$ cat src/rtl/hazard_pkg.sv
// Shared constants and helper functions for the pipeline hazard controller.
package hazard_pkg;

    typedef logic [4:0] reg_addr_t;

    localparam logic [1:0] FWD_NONE = 2'd0;
    localparam logic [1:0] FWD_W    = 2'd1;
    localparam logic [1:0] FWD_M    = 2'd2;
    localparam logic [1:0] FWD_E    = 2'd3;

    localparam logic [1:0] TUSE_NONE = 2'd3;

    localparam int STAGE_D = 0;
    localparam int STAGE_E = 1;
    localparam int STAGE_M = 2;
    localparam int STAGE_W = 3;

    localparam int MULT_CYCLES_DEF = 5;
    localparam int DIV_CYCLES_DEF  = 10;

    // Nearest ready producer wins; e_ok is cleared for consumers already past E.
    function automatic logic [1:0] fwd_select(
        input reg_addr_t  src,
        input logic       e_ok,
        input reg_addr_t  e_dst,
        input logic [1:0] e_tnew,
        input reg_addr_t  m_dst,
        input logic [1:0] m_tnew,
        input reg_addr_t  w_dst
    );
        logic [1:0] sel;
        sel = FWD_NONE;
        if (src != 5'd0) begin
            if (e_ok && src == e_dst && e_tnew == 2'd0) begin
                sel = FWD_E;
            end else if (src == m_dst && m_tnew == 2'd0) begin
                sel = FWD_M;
            end else if (src == w_dst) begin
                sel = FWD_W;
            end
        end
        return sel;
    endfunction

    function automatic logic data_hazard(
        input reg_addr_t  src,
        input logic [1:0] tuse,
        input reg_addr_t  e_dst,
        input logic [1:0] e_tnew,
        input reg_addr_t  m_dst,
        input logic [1:0] m_tnew
    );
        return (src != 5'd0) &&
               ((src == e_dst && e_tnew > tuse) ||
                (src == m_dst && m_tnew > tuse));
    endfunction

endpackage

$ cat src/rtl/hazard_ctrl_md_busy_ctr.sv
// Multiply/divide busy window: loads on an MDU start in E, then counts down.
module md_busy_ctr
    import hazard_pkg::*;
#(
    parameter int MULT_CYCLES = MULT_CYCLES_DEF,
    parameter int DIV_CYCLES  = DIV_CYCLES_DEF
) (
    input  logic clk,
    input  logic reset,
    input  logic start,
    input  logic is_div,
    output logic busy
);

    localparam int MAX_CYCLES = (DIV_CYCLES > MULT_CYCLES) ? DIV_CYCLES : MULT_CYCLES;
    localparam int CW         = $clog2(MAX_CYCLES + 1);

    logic [CW-1:0] count_reg;
    logic [CW-1:0] count_next;

    always_comb begin
        count_next = count_reg;
        if (start) begin
            count_next = is_div ? CW'(DIV_CYCLES) : CW'(MULT_CYCLES);
        end else if (count_reg != '0) begin
            count_next = count_reg - 1'b1;
        end
    end

    always_ff @(posedge clk) begin
        if (!reset) begin
            count_reg <= '0;
        end else begin
            count_reg <= count_next;
        end
    end

    assign busy = (count_reg != '0);

endmodule

$ cat src/rtl/hazard_ctrl.sv
// Stall/forward scheduler: shadows E/M/W destinations and compares them with the D instruction.
module hazard_ctrl
    import hazard_pkg::*;
#(
    parameter int MULT_CYCLES = MULT_CYCLES_DEF,
    parameter int DIV_CYCLES  = DIV_CYCLES_DEF
) (
    input  logic       clk,
    input  logic       reset,
    input  logic [4:0] d_rs,
    input  logic [4:0] d_rt,
    input  logic [1:0] d_rs_tuse,
    input  logic [1:0] d_rt_tuse,
    input  logic [4:0] d_dst,
    input  logic [1:0] d_tnew,
    input  logic       d_md_use,
    input  logic       d_md_start,
    input  logic       d_md_div,
    output logic       stall,
    output logic [1:0] fwd_rs_d,
    output logic [1:0] fwd_rt_d,
    output logic [1:0] fwd_rs_e,
    output logic [1:0] fwd_rt_e,
    output logic       fwd_rt_m,
    output logic       md_busy
);

    reg_addr_t  dst_reg  [STAGE_E:STAGE_W];
    logic [1:0] tnew_reg [STAGE_E:STAGE_M];
    reg_addr_t  rt_reg   [STAGE_E:STAGE_M];
    reg_addr_t  e_rs_reg;
    logic       e_md_start_reg;
    logic       e_md_div_reg;

    reg_addr_t  d_src  [2];
    logic [1:0] d_tuse [2];
    reg_addr_t  e_src  [2];
    logic [1:0] fwd_d  [2];
    logic [1:0] fwd_e  [2];
    logic [1:0] data_stall;
    logic       md_stall;

    assign d_src[0]  = d_rs;
    assign d_src[1]  = d_rt;
    assign d_tuse[0] = d_rs_tuse;
    assign d_tuse[1] = d_rt_tuse;
    assign e_src[0]  = e_rs_reg;
    assign e_src[1]  = rt_reg[STAGE_E];

    genvar gi;
    generate
        for (gi = 0; gi < 2; gi++) begin : g_src
            assign data_stall[gi] = data_hazard(d_src[gi], d_tuse[gi],
                                                dst_reg[STAGE_E], tnew_reg[STAGE_E],
                                                dst_reg[STAGE_M], tnew_reg[STAGE_M]);
            // A source that is never read must not pick up a forward.
            assign fwd_d[gi] = (d_tuse[gi] == TUSE_NONE) ? FWD_NONE :
                               fwd_select(d_src[gi], 1'b1,
                                          dst_reg[STAGE_E], tnew_reg[STAGE_E],
                                          dst_reg[STAGE_M], tnew_reg[STAGE_M],
                                          dst_reg[STAGE_W]);
            assign fwd_e[gi] = fwd_select(e_src[gi], 1'b0,
                                          dst_reg[STAGE_E], tnew_reg[STAGE_E],
                                          dst_reg[STAGE_M], tnew_reg[STAGE_M],
                                          dst_reg[STAGE_W]);
        end
    endgenerate

    assign md_stall = d_md_use && (md_busy || e_md_start_reg);
    assign stall    = (|data_stall) || md_stall;

    assign fwd_rs_d = fwd_d[0];
    assign fwd_rt_d = fwd_d[1];
    assign fwd_rs_e = fwd_e[0];
    assign fwd_rt_e = fwd_e[1];
    assign fwd_rt_m = (rt_reg[STAGE_M] == dst_reg[STAGE_W]) && (dst_reg[STAGE_W] != 5'd0);

    always_ff @(posedge clk) begin
        if (!reset) begin
            dst_reg[STAGE_E]  <= '0;
            dst_reg[STAGE_M]  <= '0;
            dst_reg[STAGE_W]  <= '0;
            tnew_reg[STAGE_E] <= '0;
            tnew_reg[STAGE_M] <= '0;
            rt_reg[STAGE_E]   <= '0;
            rt_reg[STAGE_M]   <= '0;
            e_rs_reg          <= '0;
            e_md_start_reg    <= 1'b0;
            e_md_div_reg      <= 1'b0;
        end else begin
            dst_reg[STAGE_W]  <= dst_reg[STAGE_M];
            dst_reg[STAGE_M]  <= dst_reg[STAGE_E];
            rt_reg[STAGE_M]   <= rt_reg[STAGE_E];
            tnew_reg[STAGE_M] <= (tnew_reg[STAGE_E] == 2'd0) ? 2'd0 : tnew_reg[STAGE_E] - 2'd1;
            if (stall) begin
                dst_reg[STAGE_E]  <= '0;
                tnew_reg[STAGE_E] <= '0;
                rt_reg[STAGE_E]   <= '0;
                e_rs_reg          <= '0;
                e_md_start_reg    <= 1'b0;
                e_md_div_reg      <= 1'b0;
            end else begin
                dst_reg[STAGE_E]  <= d_dst;
                tnew_reg[STAGE_E] <= d_tnew;
                rt_reg[STAGE_E]   <= d_rt;
                e_rs_reg          <= d_rs;
                e_md_start_reg    <= d_md_start;
                e_md_div_reg      <= d_md_start && d_md_div;
            end
        end
    end

    md_busy_ctr #(
        .MULT_CYCLES (MULT_CYCLES),
        .DIV_CYCLES  (DIV_CYCLES)
    ) u_md_busy_ctr (
        .clk    (clk),
        .reset  (reset),
        .start  (e_md_start_reg),
        .is_div (e_md_div_reg),
        .busy   (md_busy)
    );

endmodule
$ cat config.mk
export PLATFORM = sky130hd
export DESIGN_NAME = hazard_ctrl
export DESIGN_NICKNAME = d
export VERILOG_FILES = /design/src/rtl/hazard_pkg.sv /design/src/rtl/hazard_ctrl_md_busy_ctr.sv /design/src/rtl/hazard_ctrl.sv
export SDC_FILE = /design/constraint.sdc
export NUM_CORES = 1
export LEC_CHECK = 0
export CAP_MARGIN = 20
export CORE_ASPECT_RATIO = 0.5
export CORE_MARGIN = 2
export CORE_UTILIZATION = 54
export CTS_BUF_LIST = sky130_fd_sc_hd__clkbuf_16
export CTS_CLUSTER_SIZE = 8
export DETAILED_ROUTE_END_ITERATION = 8
export PLACE_DENSITY = 0.8
export SETUP_SLACK_MARGIN = 0.3
export SYNTH_ARGS = -nofsm -noshare
export SYNTH_HDL_FRONTEND = slang
export SYNTH_SLANG_ARGS = --single-unit
$ cat constraint.sdc
create_clock -name clk -period 2.7 [get_ports clk]
set_clock_uncertainty 0.2 [all_clocks]
set_input_delay 0.405 -clock clk [delete_from_list [all_inputs] [get_ports clk]]
set_output_delay 0.405 -clock clk [all_outputs]
set_load 0.02 [all_outputs]
======== Yosys cells after proc, flatten, opt, wreduce, memory -nomap -nowiden ========
Memory sizes are Yosys's and may differ from the RTL's.
Index checks and enable logic that the tools add are counted.
storage, ports and cells
  output and inout port bits .............. 11
  memories kept ........................... 3
  input port bits ......................... 26
  memory bits (writable) .................. 29
  register bits after elaboration ......... 11
  logic and storage cells ................. 105
memories
  name      words  bits a word  read ports  clocked after Yosys merged registers in  write ports  RTL line           source
  dst_reg   3      5            3           0                                        3            hazard_ctrl.sv:28  reg_addr_t dst_reg [STAGE_E:STAGE_W];
  rt_reg    2      5            2           0                                        2            hazard_ctrl.sv:30  reg_addr_t rt_reg [STAGE_E:STAGE_M];
  tnew_reg  2      2            2           0                                        2            hazard_ctrl.sv:29  logic [1:0] tnew_reg [STAGE_E:STAGE_M];
cells by class
  bitwise logic cells ..................... 11
  add/sub/neg operators ................... 2
  reduce and logical (&&, ||, !) cells .... 30
  order comparisons ....................... 4
  multiplexer cells ....................... 38
  eq/ne operators ......................... 13
operators with widths
  kind                                                                number
  5-bit equality test                                                 11
  5-bit two-way mux                                                   7
  2-bit two-way mux                                                   16
  5-bit nonzero test                                                  5
  1-bit logical AND                                                   15
  1-bit two-way mux                                                   12
  4-bit two-way mux                                                   3
  1-bit bitwise OR                                                    10
  2-bit > comparator                                                  4
  2-bit equality test, second input constant                          2
  2-bit logical NOT                                                   2
  1-bit logical OR                                                    4
  4-bit nonzero test                                                  1
  2-bit OR reduction                                                  2
  4-bit by 1-bit subtractor with 4-bit output, second input constant  1
  2-bit nonzero test                                                  1
  2-bit by 1-bit subtractor with 2-bit output, second input constant  1
  1-bit inverter                                                      1

======== Logic depth before layout (Yosys ltp) ========
  depth in word-level cells ............... 11
  mapped depth ............................ 8
  gate-level depth less buffers ........... 7

======== Hierarchy ========
A second synthesis with hierarchy kept.
unflattened totals
  cell total of the unflattened synthesis .. 254
  area, all modules ....................... 2359.8 µm²
by module, submodules not included
  module       area an instance (µm²)  cells an instance  sequential area each (µm²)  instances
  hazard_ctrl  2109.5                  223                840.8                       1
  md_busy_ctr  250.2                   31                 80.1                        1

======== Least setup slack after synthesis ========
No wires, ideal clock.
  kind .................................... input port to output port
  start ................................... in d_rt[1]
  end ..................................... out stall
  cell stages on the path ................. 6
  path slack .............................. 0.241 ns
  data required time ...................... 2.095 ns
  path buffers ............................ 1
  arrival ................................. 1.854 ns
  cells stage by stage .................... or4_1 -> nor2_2 -> a211o_2 -> o22ai_2 -> buf_6 -> or3_1
between the ends
  cells in the longest elaborated chain, start to end .. 6
  elaborated cells on any way between the ends .. 9
  classes of those cells .................. eq/ne (2); reduce/logical (7)
RTL lines
  what                                    RTL line                            source
  from (decl)                             hazard_ctrl.sv:11                   input logic [4:0] d_rt,
  5-bit equality test (on tied branches)  hazard_pkg.sv:54, hazard_pkg.sv:55
  1-bit logical AND (on tied branches)    hazard_pkg.sv:54, hazard_pkg.sv:55
  1-bit logical OR                        hazard_pkg.sv:54                    ((src == e_dst && e_tnew > tuse) ||
  1-bit logical AND *                     hazard_pkg.sv:53                    return (src != 5'd0) &&
  2-bit OR reduction *                    hazard_ctrl.sv:70                   assign stall = (|data_stall) || md_stall;
  1-bit logical OR *                      hazard_ctrl.sv:70
  to (decl)                               hazard_ctrl.sv:19                   output logic stall,
Mark *: on every way between the ends. The rest lies on a longest branch, timed or not.

==> results.sh <==
export IMPL_outcome="completed"
export IMPL_total_power_uw=2163
export IMPL_cp_start_kind="flop"
export IMPL_cp_num_cells=6
export IMPL_numCtsBuffers=5
export IMPL_grtUsageTotal_pct=26.83
export IMPL_dr_pass1_iters=4
export IMPL_synth_compound_area_share_pct=7.117
export IMPL_area_growth_pct=36.71
export IMPL_crit_family="flip-flops"
export IMPL_grt_max_degree=24
export IMPL_p_leak_uw=0.001465
export IMPL_num_antenna_cells=0
export IMPL_cts_tree="done"
export IMPL_synthCells=274
export IMPL_cts_sinks=40
export IMPL_power_frac_seq_pct=36.7
export IMPL_yosysWarnings=0
export IMPL_gp_congestion=0.9112
export IMPL_grt_pass1_vias=2218
export IMPL_boundaryPins=37
export IMPL_grt_pass1_wl_microns=10430
export IMPL_portBuffers=36
export IMPL_critPathArrivalTime_ps=1950
export IMPL_h_tree_depth=2
export IMPL_vias=2289
export IMPL_yosysUniqueCellTypes=32
export IMPL_synth_top_family_by_area="simple AND/OR/NAND/NOR gates"
export IMPL_crit_path_end_kind="output pin"
export IMPL_die_y_microns=51.74
export IMPL_syn_area_per_cell_sq_um=8.982
export IMPL_relSlewSlack_pct=48.63
export IMPL_wl_microns=6935
export IMPL_post_route_drc_count=0
export IMPL_synthTopCellsByArea="dfxtp_1 (23%), edfxtp_1 (15%), xor2_1 (13%), xnor2_1 (7.5%), nor4_1 (6.1%)"
export IMPL_clk_latency_ps=280
export IMPL_crit_chain="ha_4, a21oi_2, a211o_1, o22ai_4, or3_4, buf_6"
export IMPL_rows=17
export IMPL_p_int_uw=1441
export IMPL_switching_share_pct=33.37
export IMPL_synth_edf_count=12
export IMPL_drive_gt1_share_pct=28.65
export IMPL_avgRoutedWirePerCell_microns=17.38
export IMPL_final_cell_mix="buf_4 (38), xor2_1 (36), dfxtp_1 (25)"
export IMPL_ys_seq_area_share_pct=37.42
export IMPL_final_common_cell="buf_4"
export IMPL_finalCritPeriodShare_pct=94.68
export IMPL_setup_viol=0
export IMPL_cpMaxStageDelayCell="edfxtp_1"
export IMPL_nets=378
export IMPL_synth_xor_area_share_pct=20.28
export IMPL_syn_cell_area_sq_mm=0.002461
export IMPL_core_area_sq_mm=0.004382
export IMPL_path_class="reg2out"
export IMPL_die_x_microns=99.48
export IMPL_synth_top_cell_by_area="dfxtp_1"
export IMPL_first_iter_violations=235
export IMPL_overflow=0
export IMPL_synth_area_mux_share_pct=0
export IMPL_synth_top_area_share_pct=22.78
export IMPL_finalHoldViolCount=0
export IMPL_die_area_sq_mm=0.005146
export IMPL_largest_reg_flops=15
export IMPL_clockRootBuffer="clkbuf_16"
export IMPL_vdd_ir_drop_worst_mv=0.4990
export IMPL_p_comb_share_pct=38.0
export IMPL_yosys_register_bits=40
export IMPL_critPathMaxFanout=3
export IMPL_hold_path_class="reg2reg"
export IMPL_setup_tns_ps=0
export IMPL_holdPathStages=1
export IMPL_rsz0062_at_grt="yes"
export IMPL_holdBufCountCts=0
export IMPL_critPathBufInv=1
export IMPL_synth_flop_cell="dfxtp_1"
export IMPL_tightest_slew_ps=768.1
export IMPL_synthSimpleGateAreaFrac_pct=23.18
export IMPL_whs_ps=248.5
export IMPL_worstPathRequired_ps=2100
export IMPL_antenna_found_initial=0
export IMPL_synthAdderAreaFrac_pct=5.592
export IMPL_cap_violations=0
export IMPL_crit_path_max_incr_delay_ps=520
export IMPL_cts_buffer_depth=2
export IMPL_hpwl_microns=4650
export IMPL_viasPerCell=5.737
export IMPL_clk_pin_slew_worst_paths_ps=50
export IMPL_p_clk_share_pct=25.4
export IMPL_drv_slew=0
export IMPL_start_util_pct=56.17
export IMPL_drtAntennaViolNets=0
export IMPL_fmax_mhz=391.2
export IMPL_final_min_clock_period_ps=2556
export IMPL_async_flop_share_pct=0
export IMPL_power_switching_uw=721.8
export IMPL_p_per_area_mw_per_mm2=642.9
export IMPL_reg2reg_depth=8
==> stage by stage <==
step | worst slack (ps) | instance area [sq um] | util (%) | cells
finish | 143.5 | 3364 | 76.78 | 399
detailed placement | -559.6 | 3054 | 69.70 | 383
global route | 106.3 | 3364 | 76.78 | 399
global placement | -526.6 | 3054 | 69.70 | 383
floorplan | 293.0 | 2527 | - | 285
CTS | 177.4 | 3219 | 73.47 | 396
==> repair_timing <==
item | in CTS | in global routing
resized for setup | 93 | 36
endpoints found under the hold margin | 0 | 0
setup buffers | 5 | 3
endpoints found under the setup margin | 23 | 9
pin swaps | 15 | 13
==> power by group through the flow <==
stage               Sequential [uW]  Combinational (uW)  Clock (uW)
floorplan                       768                 514           0
global placement                796                 703           0
detailed placement              799                 733           0
CTS                             786                 760         556
global route                    802                 895         580
finish                          793                 821         549
==> path summary, 6_finish.rpt <==
check                                             endpoint  slack [ps]                         start
worst max-delay path                                 stall         140  tnew_reg[1][1]$_SDFFCE_PN0P_
worst min-delay path             tnew_reg[2][0]$_SDFF_PP0_         250  tnew_reg[1][0]$_SDFFCE_PN0P_
worst max register to register  rt_reg[1][0]$_SDFFCE_PN0P_         290  tnew_reg[1][1]$_SDFFCE_PN0P_
worst min register to register   tnew_reg[2][0]$_SDFF_PP0_         250  tnew_reg[1][0]$_SDFFCE_PN0P_
==> cell usage after synthesis, drive strengths merged (2+ instances only) <==
library cell and count:
a221oi 4, a21oi 5, and2 17, nor3 10, nand2 23, dfxtp 28, inv 13, ha 11
or4 4, o22ai 2, edfxtp 12, o21a 5, nand3 7, clkbuf 17, nand4 5, buf 5
a31oi 2, nor3b 2, xnor2 21, a211o 4, xor2 36, nor4 24, nor2 13
==> per-layer routing <==
metal,share of wire (%),vias to the layer above,GRT usage (%)
li1,-,1066,-
met1,40,1092,33.67
met2,49,108,46.51
met3,8.3,23,5.376
met4,2.6,0,10.27
met5,0,-,0
==> worst register-to-register path, cell delays in order (launching register included) <==
cell      delay, ps
edfxtp_1        520
ha_4            340
a21oi_2          50
a211o_1         300
o22ai_4         200
buf_4           140
buf_4           100
buf_4           220
nor4_1          100
==> layout make-up <==
cell class / count / area, sq um
Multi-Input combinational cell: 210 / 1609
Fill cell: 281 / 1017
Sequential cell: 40 / 924.6
Timing Repair Buffer: 71 / 574.3
Clock buffer: 5 / 125.1
Tap cell: 57 / 71.32
Inverter: 13 / 48.80
Clock inverter: 3 / 11.26
==> cell families after synthesis <==
| group | Yosys count |
|---|---|
| flops | 40 |
| simple gates | 107 |
| other cells | 1 |
| fa+ha+maj | 11 |
| buf+inv | 35 |
| xor+xnor | 57 |
| compound gates | 23 |
Power figures use the tool's default switching activity.
